$ cat src/rtl/hardware_ram_arbiter_2.sv
// Two-requester arbiter in front of a 512x64 RAM: round-robin grant, lock for RMW, tag-routed responses.
// Define HARDWARE_RAM_ARB_FIXED_PRIO_EN to replace round-robin with fixed priority (req0 wins).
module hardware_ram_arbiter_2 #(
    parameter int unsigned RAM_LAT = 2,
    parameter int unsigned DEPTH   = 512,
    parameter int unsigned ADDR_W  = 30,
    parameter int unsigned DATA_W  = 64,
    localparam int unsigned REQ_W  = 2 + ADDR_W + DATA_W,
    localparam int unsigned RSP_W  = 2 + DATA_W
) (
    input  logic             system1000,
    input  logic             system1000_rstn,
    input  logic [REQ_W-1:0] req0_i,
    input  logic             req0_lock_i,
    output logic             req0_ready_o,
    output logic [RSP_W-1:0] rsp0_o,
    output logic             rsp0_err_o,
    input  logic [REQ_W-1:0] req1_i,
    input  logic             req1_lock_i,
    output logic             req1_ready_o,
    output logic [RSP_W-1:0] rsp1_o,
    output logic             rsp1_err_o,
    output logic [REQ_W-1:0] ram_req_o,
    input  logic [RSP_W-1:0] ram_rsp_i,
    output logic             err_o
);

    typedef struct packed {
        logic              vld;
        logic              wr;
        logic [ADDR_W-1:0] addr;
        logic [DATA_W-1:0] data;
    } req_t;

    typedef struct packed {
        logic              vld;
        logic              wack;
        logic [DATA_W-1:0] data;
    } rsp_t;

    typedef struct packed {
        logic vld;
        logic id;
        logic wr;
        logic oob;
    } tag_t;

    typedef enum logic [1:0] {
        ST_RR   = 2'd0,
        ST_OWN0 = 2'd1,
        ST_OWN1 = 2'd2
    } state_e;

    state_e state_q, state_d;
    logic   last_gnt_q, last_gnt_d;
    logic   err_q, err_d;
    req_t   ram_req_q, ram_req_d;
    tag_t   tag_q [0:RAM_LAT];
    tag_t   tag_d;

    req_t r0, r1, sel;
    rsp_t ram_rsp, rsp_sel;
    tag_t head;
    logic gnt0, gnt1, acc, sel_lock, oob;

    assign r0      = req0_i;
    assign r1      = req1_i;
    assign ram_rsp = ram_rsp_i;
    assign head    = tag_q[RAM_LAT];

    // Grant, lock FSM next state and issue path
    always_comb begin
        gnt0       = 1'b0;
        gnt1       = 1'b0;
        state_d    = state_q;
        last_gnt_d = last_gnt_q;
        ram_req_d  = '0;
        tag_d      = '0;

        unique case (state_q)
            ST_RR: begin
`ifdef HARDWARE_RAM_ARB_FIXED_PRIO_EN
                gnt0 = r0.vld;
                gnt1 = r1.vld & ~r0.vld;
`else
                if (r0.vld && r1.vld) begin
                    gnt0 = last_gnt_q;
                    gnt1 = ~last_gnt_q;
                end else begin
                    gnt0 = r0.vld;
                    gnt1 = r1.vld;
                end
`endif
            end
            ST_OWN0: gnt0 = r0.vld;
            ST_OWN1: gnt1 = r1.vld;
            default: ;
        endcase

        // No grant is visible while reset is asserted
        if (!system1000_rstn) begin
            gnt0 = 1'b0;
            gnt1 = 1'b0;
        end

        acc      = gnt0 | gnt1;
        sel      = gnt1 ? r1 : r0;
        sel_lock = gnt1 ? req1_lock_i : req0_lock_i;
        oob      = sel.addr >= ADDR_W'(DEPTH);

        if (acc) begin
            last_gnt_d = gnt1;
            state_d    = sel_lock ? (gnt1 ? ST_OWN1 : ST_OWN0) : ST_RR;
            tag_d      = '{vld: 1'b1, id: gnt1, wr: sel.wr, oob: oob};
            if (!oob) begin
                ram_req_d = sel;
            end
        end
    end

    // Response routing from the tag head, aligned with ram_rsp_i
    always_comb begin
        rsp0_o     = '0;
        rsp1_o     = '0;
        rsp0_err_o = 1'b0;
        rsp1_err_o = 1'b0;
        rsp_sel    = ram_rsp;
        err_d      = err_q;

        if (head.vld) begin
            if (head.oob) begin
                rsp_sel = '{vld: 1'b1, wack: head.wr, data: '0};
            end
            if (head.id) begin
                rsp1_o     = rsp_sel;
                rsp1_err_o = head.oob;
            end else begin
                rsp0_o     = rsp_sel;
                rsp0_err_o = head.oob;
            end
        end

        if (ram_rsp.vld && !head.vld) begin
            err_d = 1'b1;
        end
        if (head.vld && !head.oob && (!ram_rsp.vld || (ram_rsp.wack != head.wr))) begin
            err_d = 1'b1;
        end
    end

    always_ff @(posedge system1000 or negedge system1000_rstn) begin
        if (!system1000_rstn) begin
            state_q    <= ST_RR;
            last_gnt_q <= 1'b1;
            err_q      <= 1'b0;
            ram_req_q  <= '0;
            for (int unsigned k = 0; k <= RAM_LAT; k++) begin
                tag_q[k] <= '0;
            end
        end else begin
            state_q    <= state_d;
            last_gnt_q <= last_gnt_d;
            err_q      <= err_d;
            ram_req_q  <= ram_req_d;
            tag_q[0]   <= tag_d;
            for (int unsigned k = 1; k <= RAM_LAT; k++) begin
                tag_q[k] <= tag_q[k-1];
            end
        end
    end

    assign req0_ready_o = gnt0;
    assign req1_ready_o = gnt1;
    assign ram_req_o    = ram_req_q;
    assign err_o        = err_q;

endmodule

$ cat config.mk
export PLATFORM = sky130hd
export DESIGN_NAME = hardware_ram_arbiter_2
export DESIGN_NICKNAME = d
export VERILOG_FILES = /design/src/rtl/hardware_ram_arbiter_2.sv
export SDC_FILE = /design/constraint.sdc
export NUM_CORES = 1
export LEC_CHECK = 0
export BUFFER_PORTS_ARGS = -buffer_cell sky130_fd_sc_hd__buf_2
export CAP_MARGIN = 25
export CORE_AREA = 4 4 192 194
export CTS_BUF_LIST = sky130_fd_sc_hd__clkbuf_16
export CTS_CLUSTER_SIZE = 14
export DETAILED_ROUTE_END_ITERATION = 12
export DIE_AREA = 0 0 196 198
export PLACE_DENSITY = 0.38
export SYNTH_ARGS = -nofsm -noshare
export SYNTH_HDL_FRONTEND = slang
export SYNTH_SLANG_ARGS = --single-unit
export TNS_END_PERCENT = 5
$ cat constraint.sdc
create_clock -name system1000 -period 2.3 [get_ports system1000]
set_clock_uncertainty 0.1 [all_clocks]
set_input_delay 0.46 -clock system1000 [delete_from_list [all_inputs] [get_ports system1000]]
set_output_delay 0.46 -clock system1000 [all_outputs]
set_load 0.02 [all_outputs]
==> key figures <==
Drt
  – Antenna-violating nets left: 0
  – Detailed Route Iter0 Violations: 259
  – Via density per instance: 4.07
  – Residual DRC count: 0
  – Vias: 6533
  – Detailed-routing iteration count for the pre-antenna-repair pass: 6
  – Wire length after detailed routing: 28.3 mm
  – Routed WL per cell: 17.6 um

Hold path
  – Worst hold path type: in -> async

Status
  – Result of the run: finished clean

Clocking
  – Root Buffer: clkbuf_16
  – TritonCTS buffer count: 9
  – Clock input transition at the sequential cells of the worst setup and hold paths: 80 ps
  – Clock tree from TritonCTS: yes
  – Maximum buffer depth of the clock tree: 2
  – Worst-Skew Late Latency: 360 ps
  – Total number of clock tree sinks: 112
  – Number of post-CTS setup repair buffers: 0
  – Total number of H-tree levels: 3

Critical path
  – Sort of element at the end of the critical path: primary output
  – Required time reported for the critical path endpoint: 1740 ps
  – Critical Path Source Type: flip-flop
  – Max Fanout on Critical Path: 67
  – Type of the setup path with the least slack: reg -> out
  – CP arrival: 1650 ps

Placed design
  – Placer Congestion: 0.806
  – Half-perimeter wire length after detailed placement: 22.3 mm
  – Count of input and output buffers: 494
  – Cells after DPL: 1586
  – DP Area: 0.00852 mm2

Floorplanning
  – Number of I/O pins: 495
  – CORE AREA: 0.0352 mm2
  – Die Footprint: 0.0388 mm2
  – Die Wd: 196 um
  – Initial cell density of the core: 0.151
  – Row count: 69
  – Height of the die: 198 um

STA
  – Count of endpoints failing setup in the final report: 0
  – Tightest slew margin relative to the limit: 0.572
  – Slew at the pin closest to its max-slew limit: 642 ps
  – Crit share post-route: 0.960
  – Maximum clock frequency: 453 MHz
  – Setup repair after global routing missed its margin: yes
  – Final min period: 2210 ps
  – Max-slew violation total from the final report: 0
  – Hold violation total from the final report: 0

Logic synthesis
  – Number of storage elements in the synthesis netlist: 112
  – Post-synthesis cell count: 638
  – Cell types occupying the most area after synthesis: dfrtp_1, nor2_1, nand2_1, nand4_1, a21oi_1
  – Share of synthesized area occupied by flip-flops and latches: 0.526
  – Largest area contributor in the synthesized netlist: dfrtp_1
  – Cell area after synthesis: 0.00533 mm2
  – Share of Yosys cell area claimed by the top area cell type: 0.521
  – Distinct cells, synth: 38
  – Synth Warn #: 0
  – Syn_area_per_cell: 8.35 um2

GRT
  – Grt total ovfl: 0
  – Number of global-route vias before repair: 6744
  – Global-route wire length before repair: 41.3 mm
  – Antenna violations before repair: 4
  – Largest net degree at the start of global routing: 113
  – Aggregate global-route resource usage: 0.137

Power
  – Worst vdd rail ir drop: 0.314 mV
  – Power per unit of standard cell area: 652 mW/mm2
  – Reported leakage power: 0.00484 uW

Layout
  – Most frequent standard cell in the layout excluding fill and tap cells: buf_2
  – Area growth from synthesis to layout: 66.9%
  – Filler cell count in the final layout: 3976
  – Final cell count without fillers: 1604
  – Layout cells sized above 1: 0.490
  – Number of nets in the layout: 1398
  – Total non-filler cell area in the finished layout: 0.00889 mm2
  – Leading cell types in the layout, fill and taps excluded: buf_2, nand2_1, nor2_1, dfrtp_1, a21oi_1

Run
  – Max-Cap Viols: 0
[cells in the mapped netlist, drive strengths merged]
cell and n:
or3 1, a21o 1, nor3 1, conb 1, mux2i 1, nand2b 1, dfstp 1, buf 27
dfrtp 111, nor2b 1, a22o 2, a22oi 2, and2 1, nand2 141, and3b 1, mux2 1
and4 1, or2 1, nor4 7, o211a 2, xnor2 1, a211o 1, inv 1, clkbuf 32
a21oi 74, nor3b 1, nor2 143, or4 4, nand3b 2, nand4 73, o22ai 1
[layer usage]
layer,vias to the layer above,global-route usage,wire [um]
li1,3117,-,-
met5,-,0,27
met2,302,0.246,14400
met1,3075,0.156,10800
met4,4,0.0489,809
met3,35,0.0391,2300
[final timing paths]
check	start	end	slack, ps	depth (start not counted)
max in group asynchronous	system1000_rstn	head[0]	1490	2
max	head[2]	rsp0_o[10]	90	4
max reg2reg	state_q[0]	ram_req_o[47]	350	6
min	system1000_rstn	state_q[0]	90	2
min reg2reg	tag_q[5]	head[1]	240	0
min in group system1000	req0_lock_i	state_q[0]	190	3
[registers in the layout (all words and copies together) (netlist names)]
signal,cells
state_q,2
ram_req_o,96
head,4
last_gnt_q,1
err_o,1
tag_q,8
[critical path, cell delays in order, from the launching register on]
cell      delay (ps)
dfrtp_1          420
nand2b_2         210
buf_12           180
nor2_1           220
buf_2            200
[report_power, final]
part | switching [uW] | total, uW | internal [uW]
clock | 797 | 1870 | 1070
sequential | 54.8 | 2120 | 2070
combinational | 1200 | 1810 | 610
total | 2050 | 5800 | 3750
[stage by stage]
| step | hold slack [ps] | TNS (ps) | power [uW] | worst slack, ps | util |
|---|---|---|---|---|---|
| floorplan | 64.4 | 0 | 3130 | 220 | - |
| global placement | 235 | -49.6 | 4010 | -49.6 | 0.242 |
| detailed placement | 235 | -1150 | 3990 | -90.8 | 0.242 |
| CTS | 155 | 0 | 5910 | 7.94 | 0.252 |
| global route | 168 | -45.1 | 6130 | -27.2 | 0.252 |
| finish | 91.1 | 0 | 5800 | 92.8 | 0.252 |
[cell type report]
| cell class | count | area, um2 | area share |
|---|---|---|---|
| Sequential cell | 112 | 2810 | 0.316 |
| Tap cell | 461 | 577 | 0.0649 |
| Inverter | 1 | 8.76 | 0.000985 |
| Clock inverter | 7 | 120 | 0.0135 |
| Antenna cell | 2 | 5.00 | 0.000563 |
| Clock buffer | 9 | 225 | 0.0253 |
| Multi-Input combinational cell | 486 | 2300 | 0.259 |
| Timing Repair Buffer | 526 | 2850 | 0.320 |
[logic make-up after synthesis]
family,synth area share
AND/OR/NAND/NOR,0.320
flip-flops,0.526
AO/OA/AOI/OAI,0.0836
buffers and inverters,0.0637
multiplexers,0.00399
XOR/XNOR,0.00164
other,0.000704
[what timing repair did]
action | 4_1_cts | 5_1_grt
setup endpoints to repair | 55 | 31
resized for setup | 6 | 4
hold endpoints to repair | 0 | 0
hold buffers | 0 | 0
pin swaps | 0 | 0
(Power assumes the default switching activity.)
